## src/rtl/dab_modulator_if.sv

```systemverilog
// dab_modulator_if: parameter inputs and bridge command/gate outputs of the DAB modulator.
// The master drives pulse widths, phase, frequency, dead time and run enable; the slave returns gates.
interface dab_modulator_if;
    logic signed [8:0]  t1;
    logic signed [8:0]  t2;
    logic signed [8:0]  phi;
    logic signed [18:0] fs_dab;
    logic        [7:0]  deadtime;
    logic               sync;
    logic        [3:0]  sp;
    logic        [3:0]  ss;
    logic               trigger;
    logic signed [1:0]  v1;
    logic signed [1:0]  v2;

    modport master (
        output t1, t2, phi, fs_dab, deadtime, sync,
        input  sp, ss, trigger, v1, v2
    );

    modport slave (
        input  t1, t2, phi, fs_dab, deadtime, sync,
        output sp, ss, trigger, v1, v2
    );
endinterface

```

## src/rtl/dab_modulator.sv

```systemverilog
// dab_modulator: three-level DAB bridge modulator with per-leg dead-time FSMs.
// Optional build macro PHI_SAT_EN clamps the latched phase shift to t2 - t1 + 255.
module dab_modulator #(
    parameter int CLK_HZ  = 100000000,
    parameter int PHASE_K = int'(((64'd1 << 32) + 64'(CLK_HZ / 2)) / 64'(CLK_HZ)),
    parameter int FS_MAX  = 250000
) (
    input  logic           clk,
    input  logic           rst,
    dab_modulator_if.slave bus
);

    typedef enum logic [1:0] {ON_HIGH, ON_LOW, DEAD} leg_state_t;
    typedef enum logic [1:0] {TGT_OFF, TGT_HIGH, TGT_LOW} leg_tgt_t;

    function automatic logic [31:0] fs_to_inc(input logic signed [18:0] fs);
        int fs_i;
        fs_i = int'(fs);
        if (fs_i <= 0)
            fs_to_inc = '0;
        else if (fs_i > FS_MAX)
            fs_to_inc = 32'(FS_MAX * PHASE_K);
        else
            fs_to_inc = 32'(fs_i * PHASE_K);
    endfunction

    function automatic logic signed [1:0] level(input logic [8:0] a, input logic signed [8:0] w);
        int ai;
        int wi;
        ai = int'(a);
        wi = int'(w);
        if (ai < wi)
            level = 2'sd1;
        else if (ai < 256)
            level = 2'sd0;
        else if (ai < 256 + wi)
            level = -2'sd1;
        else
            level = 2'sd0;
    endfunction

`ifdef PHI_SAT_EN
    function automatic logic signed [8:0] phi_sat(input logic signed [8:0] phi,
                                                  input logic signed [8:0] w1,
                                                  input logic signed [8:0] w2);
        logic signed [9:0] lim;
        lim = 10'(w2) - 10'(w1) + 10'sd255;
        if (10'(phi) > lim)
            phi_sat = lim[8:0];
        else
            phi_sat = phi;
    endfunction
`endif

    logic signed [18:0] fs_p0;
    logic               sync_p0;
    logic        [7:0]  dt_p0;
    logic        [31:0] phase_p0;
    logic signed [8:0]  t1_l;
    logic signed [8:0]  t2_l;
    logic signed [8:0]  phi_l;
    logic signed [8:0]  phi_next;
    logic        [32:0] sum;
    logic        [8:0]  ang;
    logic        [8:0]  ang2;
    logic        [7:0]  dt_eff;

    // Stage p0: registered inputs, phase accumulator, wrap-time parameter latch
`ifdef PHI_SAT_EN
    assign phi_next = phi_sat(bus.phi, bus.t1, bus.t2);
`else
    assign phi_next = bus.phi;
`endif

    assign sum    = {1'b0, phase_p0} + {1'b0, fs_to_inc(fs_p0)};
    assign dt_eff = (dt_p0 == 8'd0) ? 8'd1 : dt_p0;

    always_ff @(posedge clk or posedge rst) begin
        if (rst) begin
            fs_p0    <= '0;
            sync_p0  <= 1'b0;
            dt_p0    <= '0;
            phase_p0 <= '0;
            t1_l     <= 9'sd255;
            t2_l     <= 9'sd147;
            phi_l    <= -9'sd9;
        end else begin
            fs_p0   <= bus.fs_dab;
            sync_p0 <= bus.sync;
            dt_p0   <= bus.deadtime;
            if (!sync_p0) begin
                phase_p0 <= '0;
            end else begin
                phase_p0 <= sum[31:0];
                if (sum[32]) begin
                    t1_l  <= bus.t1;
                    t2_l  <= bus.t2;
                    phi_l <= phi_next;
                end
            end
        end
    end

    // Stage p1: three-level voltage commands and period trigger
    logic signed [1:0] v1_p1;
    logic signed [1:0] v2_p1;
    logic              trigger_p1;
    logic              run_p1;

    assign ang  = phase_p0[31:23];
    // 9-bit modular subtract equals the low bits of the sign-extended 10-bit difference
    assign ang2 = ang - $unsigned(phi_l);

    always_ff @(posedge clk or posedge rst) begin
        if (rst) begin
            v1_p1      <= '0;
            v2_p1      <= '0;
            trigger_p1 <= 1'b0;
            run_p1     <= 1'b0;
        end else begin
            v1_p1      <= sync_p0 ? level(ang, t1_l) : 2'sd0;
            v2_p1      <= sync_p0 ? level(ang2, t2_l) : 2'sd0;
            trigger_p1 <= sync_p0 & ~ang[8];
            run_p1     <= sync_p0;
        end
    end

    // Leg targets: 0 = primary A, 1 = primary B, 2 = secondary A, 3 = secondary B
    leg_tgt_t tgt [4];

    always_comb begin
        tgt[0] = !run_p1 ? TGT_OFF : (v1_p1 == 2'sd1)  ? TGT_HIGH : TGT_LOW;
        tgt[1] = !run_p1 ? TGT_OFF : (v1_p1 == -2'sd1) ? TGT_HIGH : TGT_LOW;
        tgt[2] = !run_p1 ? TGT_OFF : (v2_p1 == 2'sd1)  ? TGT_HIGH : TGT_LOW;
        tgt[3] = !run_p1 ? TGT_OFF : (v2_p1 == -2'sd1) ? TGT_HIGH : TGT_LOW;
    end

    // Stage p2: dead-time FSM per leg; gates are only ever set one-hot from DEAD
    logic [3:0] hi_p2;
    logic [3:0] lo_p2;

    for (genvar g = 0; g < 4; g++) begin : g_leg
        leg_state_t st;
        leg_tgt_t   pend;
        logic [7:0] cnt;
        logic       hi;
        logic       lo;

        always_ff @(posedge clk or posedge rst) begin
            if (rst) begin
                st   <= DEAD;
                pend <= TGT_OFF;
                cnt  <= '0;
                hi   <= 1'b0;
                lo   <= 1'b0;
            end else if (tgt[g] != pend) begin
                st   <= DEAD;
                pend <= tgt[g];
                cnt  <= dt_eff - 8'd1;
                hi   <= 1'b0;
                lo   <= 1'b0;
            end else if (st == DEAD && pend != TGT_OFF) begin
                if (cnt == 8'd0) begin
                    st <= (pend == TGT_HIGH) ? ON_HIGH : ON_LOW;
                    hi <= (pend == TGT_HIGH);
                    lo <= (pend == TGT_LOW);
                end else begin
                    cnt <= cnt - 8'd1;
                end
            end
        end

        assign hi_p2[g] = hi;
        assign lo_p2[g] = lo;
    end

    assign bus.sp      = {hi_p2[0], lo_p2[0], hi_p2[1], lo_p2[1]};
    assign bus.ss      = {hi_p2[2], lo_p2[2], hi_p2[3], lo_p2[3]};
    assign bus.v1      = v1_p1;
    assign bus.v2      = v2_p1;
    assign bus.trigger = trigger_p1;

endmodule

```

## src/flat_wrapper.sv

```systemverilog
// flat-port wrapper written by rule: the top's interface ports become plain ports
module dab_modulator_flat 
#(
    parameter int CLK_HZ  = 100000000,
    parameter int PHASE_K = int'(((64'd1 << 32) + 64'(CLK_HZ / 2)) / 64'(CLK_HZ)),
    parameter int FS_MAX  = 250000
)
  (clk, rst, bus_t1, bus_t2, bus_phi, bus_fs_dab, bus_deadtime, bus_sync, bus_sp, bus_ss, bus_trigger, bus_v1, bus_v2);
  dab_modulator_if bus_i ();
  input  logic clk;
  input  logic rst;
  input wire logic [$bits(bus_i.t1)-1:0] bus_t1;
  input wire logic [$bits(bus_i.t2)-1:0] bus_t2;
  input wire logic [$bits(bus_i.phi)-1:0] bus_phi;
  input wire logic [$bits(bus_i.fs_dab)-1:0] bus_fs_dab;
  input wire logic [$bits(bus_i.deadtime)-1:0] bus_deadtime;
  input wire logic [$bits(bus_i.sync)-1:0] bus_sync;
  output wire logic [$bits(bus_i.sp)-1:0] bus_sp;
  output wire logic [$bits(bus_i.ss)-1:0] bus_ss;
  output wire logic [$bits(bus_i.trigger)-1:0] bus_trigger;
  output wire logic [$bits(bus_i.v1)-1:0] bus_v1;
  output wire logic [$bits(bus_i.v2)-1:0] bus_v2;
  assign bus_i.t1 = bus_t1;
  assign bus_i.t2 = bus_t2;
  assign bus_i.phi = bus_phi;
  assign bus_i.fs_dab = bus_fs_dab;
  assign bus_i.deadtime = bus_deadtime;
  assign bus_i.sync = bus_sync;
  assign bus_sp = bus_i.sp;
  assign bus_ss = bus_i.ss;
  assign bus_trigger = bus_i.trigger;
  assign bus_v1 = bus_i.v1;
  assign bus_v2 = bus_i.v2;
  dab_modulator #(.CLK_HZ(CLK_HZ), .PHASE_K(PHASE_K), .FS_MAX(FS_MAX)) u_core (.clk(clk), .rst(rst), .bus(bus_i));
endmodule
```

## config.mk

```make
export PLATFORM = sky130hd
export DESIGN_NAME = dab_modulator_flat
export DESIGN_NICKNAME = d
export VERILOG_FILES = /design/src/rtl/dab_modulator_if.sv /design/src/rtl/dab_modulator.sv /design/src/flat_wrapper.sv
export SDC_FILE = /design/constraint.sdc
export NUM_CORES = 1
export LEC_CHECK = 0
export CAP_MARGIN = 10
export CORE_MARGIN = 2
export CORE_UTILIZATION = 39
export DETAILED_ROUTE_END_ITERATION = 6
export SKIP_CTS_REPAIR_TIMING = 1
export SYNTH_ARGS = -nofsm -noshare
export SYNTH_HDL_FRONTEND = slang
export SYNTH_SLANG_ARGS = --single-unit
```

## constraint.sdc

```tcl
create_clock -name clk -period 11.15 [get_ports clk]
set_clock_uncertainty 0.2 [all_clocks]
set_input_delay 2.23 -clock clk [delete_from_list [all_inputs] [get_ports clk]]
set_output_delay 2.23 -clock clk [all_outputs]
set_load 0.02 [all_outputs]
```

# == After elaboration in Yosys (flattened, before gate mapping) ==
# Index checks and enable logic that the tools add are counted.
# Widths: inputs -> output; s select.
# totals
regBits,149
input_bits,57
# classes
n_addsub,9
n_mul,1
n_lt_le_gt_ge,8
n_eq_ne,24
muxes,72
bitwise,2
reduce_logical,30
# ops
op,count
$mux 8,13
$mux 32,3
$lt 10x32->1,2
$mux 2,28
$logic_not 8->1,5
$sub 8x1->8 const B,5
$add 32x32->33,1
$mux 1,28
$mul 19x7->26 const B,1
$reduce_bool 2->1,12
$add 10x9->11 const A,2
$eq 2x2->1 const B,10
$lt 10x9->1,2
$gt 19x19->1 const B,1
$le 19x1->1 const B,1
$lt 9x9->1 const B,2
$reduce_and 2->1,9
$eq 2x1->1 const B,6
$sub 9x9->9,1
$ne 2x1->1 const B,4
$ne 2x2->1,4
$logic_and 1x1->1,4
$and 1x1->1,1
$not 1->1,1

# == Depth between registers and ports, before layout ==
# Gate-level depths: netlist (run 1).
# depth
ltp_word,6
mapped_depth,28

# == Worst setup path after synthesis (run 1) ==
# No wires, ideal clock.
# synth_path
kind,register -> register
start,register u_core.fs_p0[4]
end,register u_core.phi_l[3]
setup_time_ps,125
arrival_ps,6210
t_required_ps,10825
setup_slack_ps,4615
stages_incl_launch_ff,26
n_path_buf,2
period_less_slack_ps,6535
path_cell_list,dfrtp_1 ha_1 ha_1 fa_1 inv_1 fa_1 inv_1 ha_1 o21a_1 o21a_1 and4_1 or2_2 and2_1 nor3_1 ha_1 a21o_1 a221o_1 a21oi_1 nor2_1 o31a_1 buf_4 nor3_1 a2111oi_4 o21ai_4 buf_6 mux2_4
# synth_between
elab_chain_cells,5
# synth_rtl
element,line_no,rtl
from (decl),dab_modulator.sv:55,logic signed [18:0] fs_p0;
from (signal assigned),dab_modulator.sv:88,fs_p0 <= bus.fs_dab;
$mul 19x7->26 or $gt 19x19->1 (tied branches),"dab_modulator.sv:24, dab_modulator.sv:21",
$mux 32,dab_modulator.sv:21,else if (fs_i > FS_MAX)
$mux 32 (*),dab_modulator.sv:19,if (fs_i <= 0)
$add 32x32->33 (*),dab_modulator.sv:75,"assign sum = {1'b0, phase_p0} + {1'b0, fs_to_inc(fs_p0)};"
$reduce_and 2->1 (no line) (*),-,
to (signal assigned),dab_modulator.sv:86,phi_l <= -9'sd9;
to (signal assigned),dab_modulator.sv:98,phi_l <= phi_next;
to (decl),dab_modulator.sv:61,logic signed [8:0] phi_l;
# Mark *: on every way between the ends. The rest lies on a longest branch, timed or not.
# A chain may end at the register's enable or synchronous reset.

# == Worst setup path after layout (run 1) ==
# layout_path
start,register u_core.fs_p0[13]
end,register u_core.t1_l[2]
# layout_between
elab_chain_cells,5
# layout_rtl
element,line_no,rtl
$mul 19x7->26 or $gt 19x19->1 (tied branches),"dab_modulator.sv:24, dab_modulator.sv:21",
$mux 32,dab_modulator.sv:21,
$mux 32 (*),dab_modulator.sv:19,
$add 32x32->33 (*),dab_modulator.sv:75,
$reduce_and 2->1 (no line) (*),-,
to (signal assigned),dab_modulator.sv:96,t1_l <= bus.t1;
to (decl),dab_modulator.sv:59,logic signed [8:0] t1_l;
# Marked as above.

==> metrics.cfg, run 1 <==
[cts]
cts.path.max_buffers=2
clock_latency_ns=0.43
cts_htree_levels=4
tritoncts=done
cts-root-buf=clkbuf_16
cts_sinks=149
clk_pin_slew_ns=0.07
numCtsBuffers=17

[cells_and_area]
fillers=2710
area_growth_pct=14.9
layout-drive-gt1-share=0.0864
fin_nets=1460
n_antenna_cell=0

[synthesis]
synth.area.top_cells=dfrtp_1, ha_1, fa_1, dfstp_2, inv_1
synth_warnings=0
yosysSeqAreaShare=0.338
synth_flop_cell=dfrtp_1
synth_cell_type_count=66
syn_inst=1172
synth_area_per_cell_um2=9.48
synth_nets=1395
synth_top_area_frac=0.282
synth_top_area_cell=dfrtp_1
synth_edf_count=0
ys_ff_latch=149
synth_area_um2=11100
async_flop_share=1.00

[sta]
setup_ws_ns=3.69
fin_setup_tns_ns=0
rsz0062_at_grt=no
timing.final.crit_share=0.669
fmax_mhz=134
fin_crit_ns=7.46
slew_violations=0
slew_headroom=0.214
setup_viol=0
worst_slew_pin_slew_ns=1.18
hold_viol=0

[setup_path]
worstPathMaxFanout=27
rrSetupSlack_ns=3.69
crit_top_cell=ha_1
crit_type=flip-flop to flip-flop
crit_path_top_delay_cell=o21ai_4
crit_chain=ha_1 > ha_1 > fa_1 > inv_1 > fa_1 > inv_1 > ha_1 > a21oi_1 > o21ai_0 > a21o_1 > or2_2 > and2_1 > nor3_1 > ha_1 > a21o_1 > a221o_1 > a21oi_1 > nor2_1 > o31a_1 > nor3_1 > a2111oi_4 > o21ai_4 > mux2_2
crit_required_ns=11.30
arrival_ns=7.61
cpPeakStageDelay_ns=0.91
end_kind=flip-flop
startpoint_type=flip-flop

[drt]
route.detailed.drc=0
drt_pass1_iterations=4
ant_nets=0
drt_iter0_markers=399
vias_per_cell=5.03
vias=8183
wl_mm=23.0
route.detailed.wl_per_inst_um=14.1

[run_status]
outcome=finished clean

[global_routing]
first_global_vias=8223
grtUsageTotal=0.161
grt_pass1_wl_mm=40.0
antenna_found_initial=0
overflow=0
grt_max_degree=104

[floorplanning]
start_util=0.398
ios=70
fp.dieH_um=173
die_w_um=173
num_rows=61
die_area_um2=29900
fp.coreArea_um2=27900

[placement]
gp_congestion=0.809
place_hpwl_mm=17.4
dp_slack_ns=3.66
io_buffer_count=69

[hold_path]
hold_path_class=flip-flop to flip-flop

[pwr]
cellLeakagePower_nw=6.11
p_per_area_nw_per_um2=186
irDropWorstVdd_mv=0.119

[job]
max_cap_viol_count=0

## where the power goes
group	internal [mW]	leakage, nW	switching (mW)	total, mW
Sequential	0.629	1.81	0.0677	0.696
Clock	0.343	0.290	0.256	0.598
Combinational	0.477	4.01	0.606	1.08
## area by class of cell
class	count	area [µm²]	share of cell area
Clock buffer	18	439	0.0344
Clock inverter	14	170	0.0133
Inverter	152	576	0.0451
Multi-Input combinational cell	844	6630	0.519
Sequential cell	149	3760	0.294
Tap cell	378	473	0.0371
Timing Repair Buffer	73	721	0.0565
## path summary, 6_finish.rpt
kind,startpoint,to,cells past startpoint
min,u_core.g_leg[0].st[0],u_core.g_leg[0].st[0],1
max,u_core.fs_p0[13],u_core.t1_l[2],23
min reg2reg,u_core.g_leg[0].st[0],u_core.g_leg[0].st[0],1
max reg2reg,u_core.fs_p0[13],u_core.t1_l[2],23
max in group asynchronous,rst,u_core.phase_p0[0],3
min in group asynchronous,rst,u_core.fs_p0[18],2
## cell families after synthesis
family | after synthesis | share of synthesized area
compound gates | 249 | 0.146
xor+xnor | 83 | 0.0654
fa+ha+maj | 166 | 0.211
buf+inv | 179 | 0.0652
flops | 149 | 0.338
mux | 31 | 0.0378
simple gates | 315 | 0.135
## critical path, delay by kind of cell (launching register included)
| family | cells | cell delay (ns) |
|---|---|---|
| compound gates | 9 | 2.70 |
| fa+ha+maj | 6 | 2.32 |
| buf+inv | 2 | 0.09 |
| flops | 1 | 0.51 |
| mux | 1 | 0.42 |
| simple gates | 5 | 1.12 |
## routing by layer
metal  global-route usage  vias to the layer above  part of all wire
met5                    0                        -                 0
met4               0.0364                        0             0.010
met3               0.0262                       17             0.024
met2                0.268                       93              0.47
met1                0.222                     3932              0.50
li1                     -                     4141                 -
## layout by cell type, fill, tap and decap left out, types with 7 or more instances in the layout
cell type        count
inv_1              151
xor2_1              31
nand2_1             64
o21bai_1             9
o21ai_0             54
ha_1               130
nor3_1              37
fa_1                36
and3_1               7
o31ai_1              8
xnor2_1             52
and2_1               9
a21oi_1             71
o21a_1              15
dfstp_2             24
nor4_1               9
nand3_1              9
nand2b_1            14
nor2_1             117
mux2_2               8
or2_2                8
a211oi_1            11
a21o_1              29
o211ai_1             9
dfrtp_1            125
clkdlybuf4s50_1     69
a31oi_1             10
or3_1                7
nor2b_1              9
mux2_4              20
clkbuf_16           17
## synthesized netlist by cell type (24+ instances only)
library cell	number
inv_1	152
xor2_1	31
nor2_1	117
fa_1	36
xnor2_1	52
a21oi_1	71
a21o_1	29
ha_1	130
dfstp_2	24
nor3_1	37
o21ai_0	54
nand2_1	64
dfrtp_1	125
## flip-flops by register name, indices dropped and copies added (netlist names), 2 cells and up
signal             count
u_core.bus.v1          2
u_core.bus.v2          2
u_core.dt_p0           8
u_core.fs_p0          19
u_core.g_leg.cnt      32
u_core.g_leg.hi        4
u_core.g_leg.lo        4
u_core.g_leg.pend      8
u_core.g_leg.st        8
u_core.phase_p0       32
u_core.phi_l           9
u_core.t1_l            9
u_core.t2_l            9
## stage by stage
step                hold slack, ns  instances  cell area (µm²)  total power, mW  utilization
floorplan                    0.149       1172            11100             1.55            -
global placement             0.268       1596            12200             1.77        0.435
detailed placement           0.278       1596            12200             1.79        0.435
CTS                          0.292       1628            12800             2.41        0.457
global route                 0.315       1628            12800             2.59        0.457
finish                       0.290       1628            12800             2.38        0.457
(Power assumes the default switching activity.)
==> run 2, diff against run 1 <==
==> constraint.sdc (replaced) <==
create_clock -name clk -period 6.3 [get_ports clk]
set_clock_uncertainty 0.2 [all_clocks]
set_input_delay 1.26 -clock clk [delete_from_list [all_inputs] [get_ports clk]]
set_output_delay 1.26 -clock clk [all_outputs]
set_load 0.02 [all_outputs]
==> metrics.cfg, run 2 (synthesis results as in run 1) <==
[run_status]
outcome=finished, violations left
violations=negative setup slack

[cts]
cts_sinks=149
cts_htree_levels=4
tritoncts=done
cts.path.max_buffers=2
clk_pin_slew_ns=0.07
clock_latency_ns=0.44
numCtsBuffers=17
cts-root-buf=clkbuf_16

[pwr]
irDropWorstVdd_mv=0.235
total_power_mw=4.69
p_int_mw=2.84
cellLeakagePower_nw=6.68
pwr-share-comb=0.525
p_seq_frac=0.263
switching_power_mw=1.84
switching_share=0.393
clkPwrFrac=0.212
p_per_area_nw_per_um2=334

[global_routing]
overflow=0
grtUsageTotal=0.168
grt_max_degree=59
grt_pass1_wl_mm=41.7
antenna_found_initial=0
first_global_vias=8734

[floorplanning]
ios=70
die_w_um=173
start_util=0.398
num_rows=61
fp.dieH_um=173
die_area_um2=29900
fp.coreArea_um2=27900

[drt]
vias=8677
drt_pass1_iterations=5
vias_per_cell=5.02
drt_iter0_markers=390
ant_nets=0
route.detailed.drc=0
wl_mm=24.6
route.detailed.wl_per_inst_um=14.3

[setup_path]
cp.buffers_inverters=4
end_kind=flip-flop
cpPeakStageDelay_ns=0.54
crit_type=flip-flop to flip-flop
crit_top_cell=ha_1
critical-path-top-delay-family=adder cells
arrival_ns=6.66
worstPathMaxFanout=5
crit_path_top_delay_cell=fa_1
startpoint_type=flip-flop
crit_required_ns=6.41

[cells_and_area]
finalCoreUtilization=0.503
mostFrequentLayoutCell=inv_1
top_regs=u_core.g_leg.cnt: 32 flops, u_core.phase_p0: 32 flops, u_core.fs_p0: 19 flops
fin_nets=1560
n_antenna_cell=0
area_growth_pct=26.5
layout-drive-gt1-share=0.208
final_cell_mix=inv_1, dfrtp_1, nor2_1

[hold_path]
hold_path_class=flip-flop to flip-flop

[sta]
worst_slew_pin_slew_ns=1.14
setup_ws_ns=-0.244
fin_crit_ns=6.54
setup_viol=28
hold_viol=0
rsz0062_at_grt=yes
slew_violations=0
timing.final.crit_share=1.04
fmax_mhz=153
slew_headroom=0.237

[placement]
place_hpwl_mm=18.4
io_buffer_count=69
gp_congestion=0.830

[job]
max_cap_viol_count=0

## run 2: cell types whose count changed in the layout (fill, tap and decap cells not counted), moves of 5 or more
cell,change
a21oi_2,+14
dfrtp_1,-8
a21oi_1,-15
dfrtp_2,+8
mux2_4,+5
buf_6,+6
buf_4,+89
mux2_2,-5
ha_4,+20
ha_1,-21
o21ai_0,-6
## run 2: cell type report
class / instances / area, µm²
clock buffers: 18 / 429
clock inverters: 14 / 131
fillers: 2667 / 13900
inverters: 152 / 576
multi-input cells: 844 / 7110
flip-flops and latches: 149 / 3770
well taps: 378 / 473
repair buffers: 173 / 1570
## run 2: power groups by stage
stage               Combinational, mW  Clock (mW)  Sequential (mW)
finish                           2.46       0.996             1.23
detailed placement               2.25           0             1.24
CTS                              2.26        1.03             1.23
floorplan                        1.60           0             1.22
global route                     2.76        1.06             1.25
global placement                 2.22           0             1.24
## run 2: through the flow
stage / cells / hold WS [ns] / setup TNS [ns] / instance area, µm² / worst slack, ns
after global routing: 1728 / 0.328 / -12.80 / 14100 / -0.474
after global placement: 1676 / 0.278 / -4.48 / 12900 / -0.195
after floorplan: 1172 / 0.149 / 0 / 11300 / 0.000205
after CTS: 1708 / 0.297 / -6.63 / 13500 / -0.275
after detailed placement: 1676 / 0.287 / -6.43 / 12900 / -0.270
final: 1728 / 0.292 / -5.80 / 14100 / -0.244
## run 2: final timing paths
path / from / end / slack (ns) / cells after the start
max: u_core.fs_p0[6] / u_core.t1_l[8] / -0.24 / 25
max in group asynchronous: rst / u_core.phase_p0[28] / 3.79 / 3
min reg2reg: u_core.g_leg[3].st[1] / u_core.g_leg[3].st[1] / 0.29 / 2
min: u_core.g_leg[3].st[1] / u_core.g_leg[3].st[1] / 0.29 / 2
min in group asynchronous: rst / u_core.fs_p0[15] / 1.07 / 2
max reg2reg: u_core.fs_p0[6] / u_core.t1_l[8] / -0.24 / 25
## run 2: metal layers
layer  global-route usage  share of wire  vias to the layer above
li1                     -              -                     4347
met1                0.233           0.49                     4225
met2                0.276           0.48                       85
met3               0.0235          0.020                       20
met4               0.0434         0.0096                        0
met5                    0              0                        -
## run 2: worst reg2reg max path: stages (launching register included)
cell and delay, ns:
dfrtp_2 0.43, ha_1 0.30, ha_1 0.30, fa_1 0.54
inv_1 0.05, fa_1 0.49, inv_1 0.04, ha_1 0.35
o21a_1 0.17, and4_1 0.22, or2_2 0.29, and2_4 0.17
a21oi_2 0.13, xor2_1 0.26, a21oi_2 0.12, ha_1 0.33
and3_4 0.20, nand4_1 0.14, a21oi_4 0.15, o31a_1 0.28
o211ai_2 0.13, a2111oi_4 0.44, o21ai_4 0.09, buf_12 0.17
buf_12 0.14, mux2_4 0.29
